**src/rtl/checkpoint_monitor.sv**
```systemverilog
// checkpoint_monitor: address checkpoint / run monitor for an instruction-fetch stream.
//
// A run is started by i_arm. While armed, each enabled channel compares fetch addresses
// against its programmed address and records sticky hits. A hit on a stop channel, a
// HLT strobe or a watchdog expiry ends the run. Status is frozen until the next arm.
//
// Optional feature: define CKPT_HIT_COUNT_EN to build per-channel 16-bit saturating
// hit counters readable through o_rd_count. Without it, o_rd_count is tied to zero.
//
// Ports:
//   i_clk, i_reset        clock, synchronous active-high reset
//   i_fetch, i_address    fetch strobe and fetch address (bit 0 = MSB)
//   i_halt_det            HLT executed strobe
//   i_cfg_we, i_cfg_sel   channel config write strobe and channel index (also read select)
//   i_cfg_addr/en/stop    channel match address, enable, stop-on-hit
//   i_arm                 start / restart a monitored run
//   i_wd_limit            watchdog limit in cycles, 0 disables
//   o_hit                 sticky per-channel hit flags
//   o_last_ch             lowest index among the most recent hits
//   o_done                run terminated (stopped or timed out)
//   o_cause               00 none, 01 stop channel, 10 halt, 11 watchdog
//   o_stop_addr           fetch address captured at termination
//   o_rd_count            hit count of channel i_cfg_sel
module checkpoint_monitor #(
  parameter int unsigned NCH = 4,
  parameter int unsigned AW  = 15,
  parameter int unsigned TW  = 24
) (
  input  logic          i_clk,
  input  logic          i_reset,
  input  logic          i_fetch,
  input  logic [0:AW-1] i_address,
  input  logic          i_halt_det,
  input  logic          i_cfg_we,
  input  logic [2:0]    i_cfg_sel,
  input  logic [0:AW-1] i_cfg_addr,
  input  logic          i_cfg_en,
  input  logic          i_cfg_stop,
  input  logic          i_arm,
  input  logic [0:TW-1] i_wd_limit,
  output logic [0:NCH-1] o_hit,
  output logic [2:0]    o_last_ch,
  output logic          o_done,
  output logic [1:0]    o_cause,
  output logic [0:AW-1] o_stop_addr,
  output logic [15:0]   o_rd_count
);

  typedef enum logic [1:0] {StIdle, StArmed, StStopped, StTimeout} state_t;

  state_t         r_state;
  logic [0:NCH-1] r_hit;
  logic [2:0]     r_last_ch;
  logic           r_done;
  logic [1:0]     r_cause;
  logic [0:AW-1]  r_stop_addr;
  logic [0:AW-1]  r_last_fetch;
  logic [TW-1:0]  r_wd;
  logic [0:AW-1]  r_ch_addr [NCH];
  logic [0:NCH-1] r_ch_en;
  logic [0:NCH-1] r_ch_stop;

  logic [0:NCH-1] w_match;
  logic [2:0]     w_first;
  logic           w_any_stop;
  logic [TW:0]    w_wd_inc;
  logic           w_wd_expire;

  always_comb begin
    for (int n = 0; n < NCH; n++) begin
      w_match[n] = i_fetch && r_ch_en[n] && (i_address == r_ch_addr[n]);
    end
  end

  // Lowest matching index wins when several channels hit together.
  always_comb begin
    w_first = '0;
    for (int n = NCH - 1; n >= 0; n--) begin
      if (w_match[n]) w_first = 3'(n);
    end
  end

  assign w_any_stop  = |(w_match & r_ch_stop);
  assign w_wd_inc    = {1'b0, r_wd} + {{TW{1'b0}}, 1'b1};
  assign w_wd_expire = (i_wd_limit != '0) && (w_wd_inc >= {1'b0, i_wd_limit});

  always_ff @(posedge i_clk) begin
    if (i_reset) begin
      r_state      <= StIdle;
      r_hit        <= '0;
      r_last_ch    <= '0;
      r_done       <= 1'b0;
      r_cause      <= 2'b00;
      r_stop_addr  <= '0;
      r_last_fetch <= '0;
      r_wd         <= '0;
      r_ch_en      <= '0;
      r_ch_stop    <= '0;
      for (int n = 0; n < NCH; n++) r_ch_addr[n] <= '0;
    end else begin
      // Config writes land next cycle; indices >= NCH match no channel.
      for (int n = 0; n < NCH; n++) begin
        if (i_cfg_we && (i_cfg_sel == 3'(n))) begin
          r_ch_addr[n] <= i_cfg_addr;
          r_ch_en[n]   <= i_cfg_en;
          r_ch_stop[n] <= i_cfg_stop;
        end
      end

      if (i_arm) begin
        // Arm from any state (re-arm / restart) clears all run status.
        r_state      <= StArmed;
        r_hit        <= '0;
        r_last_ch    <= '0;
        r_done       <= 1'b0;
        r_cause      <= 2'b00;
        r_stop_addr  <= '0;
        r_last_fetch <= '0;
        r_wd         <= '0;
      end else if (r_state == StArmed) begin
        r_hit <= r_hit | w_match;
        if (|w_match) r_last_ch <= w_first;
        if (i_fetch) r_last_fetch <= i_address;

        if (w_any_stop) begin
          r_state     <= StStopped;
          r_done      <= 1'b1;
          r_cause     <= 2'b01;
          r_stop_addr <= i_address;
        end else if (i_halt_det) begin
          r_state     <= StStopped;
          r_done      <= 1'b1;
          r_cause     <= 2'b10;
          r_stop_addr <= i_fetch ? i_address : r_last_fetch;
        end else if (i_fetch) begin
          // A fetch always beats a coincident watchdog expiry.
          r_wd <= '0;
        end else if (w_wd_expire) begin
          r_state     <= StTimeout;
          r_done      <= 1'b1;
          r_cause     <= 2'b11;
          r_stop_addr <= r_last_fetch;
        end else begin
          r_wd <= w_wd_inc[TW-1:0];
        end
      end
    end
  end

`ifdef CKPT_HIT_COUNT_EN
  logic [15:0] r_cnt [NCH];

  always_ff @(posedge i_clk) begin
    if (i_reset || i_arm) begin
      for (int n = 0; n < NCH; n++) r_cnt[n] <= '0;
    end else if (r_state == StArmed) begin
      for (int n = 0; n < NCH; n++) begin
        if (w_match[n] && (r_cnt[n] != 16'hFFFF)) r_cnt[n] <= r_cnt[n] + 16'd1;
      end
    end
  end

  always_comb begin
    o_rd_count = '0;
    for (int n = 0; n < NCH; n++) begin
      if (i_cfg_sel == 3'(n)) o_rd_count = r_cnt[n];
    end
  end
`else
  assign o_rd_count = '0;
`endif

  assign o_hit       = r_hit;
  assign o_last_ch   = r_last_ch;
  assign o_done      = r_done;
  assign o_cause     = r_cause;
  assign o_stop_addr = r_stop_addr;

endmodule

```
**config.mk**
```make
export PLATFORM = sky130hd
export DESIGN_NAME = checkpoint_monitor
export DESIGN_NICKNAME = d
export VERILOG_FILES = /design/src/rtl/checkpoint_monitor.sv
export SDC_FILE = /design/constraint.sdc
export NUM_CORES = 1
export LEC_CHECK = 0
export BUFFER_PORTS_ARGS = -buffer_cell sky130_fd_sc_hd__clkbuf_2
export CAP_MARGIN = 20
export CORE_MARGIN = 2
export CORE_UTILIZATION = 58
export DETAILED_ROUTE_END_ITERATION = 8
export PLACE_DENSITY = 0.81
export REMOVE_ABC_BUFFERS = 1
export SLEW_MARGIN = 30
export SYNTH_ARGS = -nofsm -noshare
export SYNTH_HDL_FRONTEND = slang
export SYNTH_SLANG_ARGS = --single-unit
```
**constraint.sdc**
```tcl
create_clock -name i_clk -period 5.28 [get_ports i_clk]
set_input_delay 1.056 -clock i_clk [delete_from_list [all_inputs] [get_ports i_clk]]
set_output_delay 1.056 -clock i_clk [all_outputs]
set_load 0.05 [all_outputs]
```
# After elaboration in Yosys (flattened, before gate mapping)
# Memories as Yosys holds them, arrays and structs flattened.
# Cells that the tools add are included.
# op_classes
n_lt_le_gt_ge	1
n_div	0
bitwise_logic	8
mul	0
n_mux	40
n_addsub	1
n_reduce_logical	25
n_eq_ne	11
shifts	0
# ops
cell	n
two-way mux 15 bit	9
equality test 15 bit	4
two-way mux 24 bit	2
adder 24 x 1 -> 25 bit (second input constant)	1
>= comparator 25 x 24 -> 1 bit	1
nonzero test 24 bit	1
two-way mux 1 bit	20
logical AND 1 bit	13
two-way mux 2 bit	6
two-way mux 3 bit	3
OR reduction 4 bit	2
equality test 3 x 2 -> 1 bit (second input constant)	2
AND reduction 3 bit	2
AND 4 bit	1
!= test 4 x 1 -> 1 bit (second input constant)	1
bitwise OR 1 bit	4
bitwise OR 4 bit	1
AND reduction 4 bit	1
nonzero test 4 bit	1
equality test 3 x 1 -> 1 bit (second input constant)	1
zero test 3 bit	1
!= test 3 x 1 -> 1 bit (second input constant)	1
nonzero test 3 bit	1
equality test 2 x 1 -> 1 bit (second input constant)	1
5 further kinds	6
# totals
input_bits	65
wordCells	104
output_inout_bits	41
ff_bits	74
mem_count	1
ramBits	60
romBits	0
latchBits	0
# mem_list
name	words	word_bits	rd	rd_clocked_by_memory_dff	wr	line_no	source
r_ch_addr	4	15	4	0	4	59	logic [0:AW-1] r_ch_addr [NCH];

# Longest topological paths before layout
# logic_depth
word_depth	9
depth_mapped	16
ltp_nobuf	14

# Worst setup path before layout
# Ideal clock, no wire load.
# synth_path
kind	register -> register
from	register r_wd[2]
to	register r_stop_addr, in the netlist o_stop_addr[0]
arrival_time_ps	3585
setup_time_ps	70
period_less_slack_ps	3655
required_time_ps	5210
stages_incl_launch_ff	15
n_path_buf	2
setup_slack_ps	1625
cell_sequence	dfxtp_1 buf_2 and4_1 nor3b_2 nand3_1 nor3_1 xor2_1 ha_1 nand3_1 nor3b_1 o31a_1 nand4bb_1 o31ai_1 clkbuf_1 o2bb2ai_1
# synth_via
elab_chain_cells	5
# synth_lines
item	line_no	source
from (decl)	58	logic [TW-1:0] r_wd;
from (signal assigned)	144	r_wd <= w_wd_inc[TW-1:0];
adder 24 x 1 -> 25 bit	84	assign w_wd_inc = {1'b0, r_wd} + {{TW{1'b0}}, 1'b1};
>= comparator 25 x 24 -> 1 bit	85	assign w_wd_expire = (i_wd_limit != '0) && (w_wd_inc >= {1'b0, i_wd_limit});
logical AND 1 bit	85	
nonzero test 3 bit (no source line)	-	
AND reduction 3 bit (no source line)	-	
to (signal assigned)	129	r_stop_addr <= i_address;
to (signal assigned)	134	r_stop_addr <= i_fetch ? i_address : r_last_fetch;
to (signal assigned)	142	r_stop_addr <= r_last_fetch;
to (decl)	56	logic [0:AW-1] r_stop_addr;
# No other way between the ends.
# A chain may end at the register's enable or synchronous reset.

# Worst setup path in the final report
# layout_path
from	register r_wd[4]
to	register r_stop_addr, in the netlist o_stop_addr[13]
# The elaborated chain is that of the path after synthesis.

==> out/results.tsv <==
stage	metric	value	unit
global_routing	grt_max_degree	29	
run	cap_violations	0	
timing	period_minus_slack	4540	ps
global_routing	first_global_vias	5626	
timing	fmax	220	MHz
route	ant_nets	0	
setup_path	cp_data_required_time	5570	ps
logic_synthesis	yosys.area_share.simple	0.200	
logic_synthesis	synth_xor_area_frac	0.0989	
logic_synthesis	async_reset_ff_frac	0	
route	drc	0	
logic_synthesis	yosysWarnings	0	
clock_tree	post_cts_resized	0	
clock_tree	cts_root_buffer	clkbuf_16	
setup_path	r2r-start	r_wd[4]	
floorplan	pin_count	106	
route	viasPerCell	5.87	
timing	rsz0062_at_grt	no	
logic_synthesis	synth_cells	740	
logic_synthesis	synth_area_leaders	edfxtp_1, dfxtp_1, xnor2_1, and2_1, ha_1	
clock_tree	hold_buffers	0	
logic_synthesis	synth_mux_area_frac	0.0331	
timing	finalHoldViolations	0	
global_routing	grt_pass1_wl	28100	µm
placed_design	io_buffers	88	
setup_path	r2r_end	o_stop_addr[13]	
logic_synthesis	yosysUniqueCellTypes	56	
floorplan	fp.coreArea	12100	µm²
timing	setup-violations-final	0	
final_layout	area_delta_synth_final	14.7	%
setup_path	startpoint	r_wd[4]	
logic_synthesis	synth_top_cell_by_area	edfxtp_1	
min_path	min-delay-start	r_last_fetch[6]	
logic_synthesis	synthAdderAreaFrac	0.0431	
final_layout	drive_gt1_frac	0.172	
clock_tree	postCtsSetupBuffers	0	
pwr	max-vdd-ir-drop	232	µV
global_routing	track_usage	0.276	
final_layout	layout_common_cells	clkbuf_2, nand2_1, dfxtp_1, and2_1, xnor2_1	
placed_design	place_congestion	0.857	
min_path	hold_end	r_last_fetch[6]	
clock_tree	clk_pin_slew	60	ps
floorplan	dieArea	13400	µm²
logic_synthesis	synth_top_family_by_area	simple AND/OR/NAND/NOR gates	
logic_synthesis	synth-seq-cells	132	
clock_tree	cts_buffers	17	
logic_synthesis	seq_area_frac_synth	0.446	
setup_path	crit_type	reg -> reg	
placed_design	dp_hpwl	12700	µm
final_layout	fin_nets	899	
clock_tree	insertion_delay	430	ps
global_routing	antenna_found_initial	0	
clock_tree	cts_tree	yes	
setup_path	crit_path_max_fanout	15	
logic_synthesis	syn_avg_cell_area	9.82	µm²
clock_tree	clk_path_buf_depth	2	
logic_synthesis	synth_top_area_share	0.248	
setup_path	crit_path_start_kind	register	
min_path	hold_path_class	reg -> reg	
logic_synthesis	ys.flop_type	dfxtp_1	
logic_synthesis	netlist_area	7260	µm²
logic_synthesis	synth-compound-area-share	0.111	
route	drt-total-wl	17900	µm
setup_path	rrSetupSlack	740	ps
floorplan	rows	40	
route	drt_iter0_markers	478	
timing	tightestPinTransition	1010	ps
timing	setup_tns	0	ps
status	status	complete, no violations	
floorplan	fp.dieW	116	µm
clock_tree	cts.sinks	132	
floorplan	die_y	116	µm
global_routing	grt_overflow	0	
timing	slew_headroom	0.323	
route	drtPass1Iterations	5	
final_layout	diodes	0	
final_layout	final_common_cell	clkbuf_2	
timing	maxSlewViolCount	0	
pwr	p_leak	0.00326	µW
clock_tree	cts_max_level	4	
route	wl_per_cell	18.1	µm
setup_path	end_kind	register	
logic_synthesis	synth_edf_count	60	
floorplan	start_util	0.600	
min_path	hold_path_depth	2	
timing	hold_ws	453	ps
timing	fin_skew	9.11	ps
pwr	power_density	304	nW/µm²
setup_path	r2r_cells	12	
route	routed-via-count	5814	
timing	min_period_over_period	0.861	
setup_path	crit_arrival	4830	ps
[layout make-up]
type / instances / area [µm²]
Clock buffer: 24 / 527
Sequential cell: 132 / 3240
Timing Repair Buffer: 95 / 493
Clock inverter: 8 / 60.1
Fill cell: 895 / 3780
Tap cell: 168 / 210
Inverter: 38 / 143
Multi-Input combinational cell: 525 / 3660
[logic make-up after synthesis]
family          after synthesis
fa+ha+maj                    25
compound gates              111
buf+inv                      99
mux                          24
flops                       132
simple gates                266
other cells                   1
xor+xnor                     82
[routing by layer]
layer	share of wire	track usage
met1	0.40	0.343
met2	0.49	0.476
met3	0.086	0.0565
met5	0	0
met4	0.020	0.106
[worst max-delay path: stages (launching register included)]
cell and delay [ps]:
dfxtp_1 440, nand4_1 250, nor3b_2 540, nand3_1 330, nor3_1 350, xor2_1 200, ha_1 270, nand3_1 140
nor3b_1 70, o31a_1 310, nand4bb_1 570, o211ai_2 770, o2bb2ai_1 160
[state kept, by name, summed over array words and instances (netlist names), 4 cells and up]
register and cells:
r_ch_stop 4, o_stop_addr 15, r_wd 24, r_ch_en 4, o_hit 4, r_last_fetch 15
r_ch_addr 60
[per-stage QoR]
stage / util / total power (µW) / cell area, µm² / instances / setup slack [ps]
finish: 0.688 / 2530 / 8330 / 990 / 735
global route: 0.688 / 2600 / 8330 / 990 / 303
CTS: 0.687 / 2530 / 8320 / 990 / 756
detailed placement: 0.638 / 1390 / 7730 / 958 / 782
global placement: 0.636 / 1380 / 7710 / 958 / 1010
floorplan: - / 1290 / 6980 / 695 / 1070
[how the worst max path moves through the flow]
| stage | to | depth (start not counted) | slack [ps] |
|---|---|---|---|
| after floorplan | r_wd[1] | 12 | 1070 |
| after global placement | r_wd[3] | 12 | 1010 |
| after detailed placement | o_stop_addr[13] | 12 | 780 |
| after CTS | o_stop_addr[13] | 12 | 760 |
| after global routing | o_stop_addr[7] | 12 | 300 |
| final | o_stop_addr[13] | 12 | 740 |
[cells in the mapped netlist, types with 3 or more instances]
master / number
dfxtp_1: 72
a31oi_1: 8
edfxtp_1: 60
nand3_1: 16
xor2_1: 18
o31ai_1: 5
buf_2: 18
nor3_1: 19
nand2_1: 74
o21ai_0: 7
a21o_1: 4
clkbuf_1: 21
nor4_1: 11
and2_1: 65
buf_6: 3
or4_1: 5
mux2i_1: 24
and4_1: 4
inv_1: 37
nand2b_1: 3
o2bb2ai_1: 16
nor2b_1: 4
ha_1: 25
buf_4: 19
a22o_1: 9
xnor2_1: 64
nor2_1: 27
a32o_1: 12
nand4_1: 24
a21oi_1: 32
[power by group]
group	internal, µW	switching [µW]
sequential	1110	18.1
combinational	82.9	164
clock	703	456
total	1890	638
Note: power is estimated with default switching activity, not from simulation.
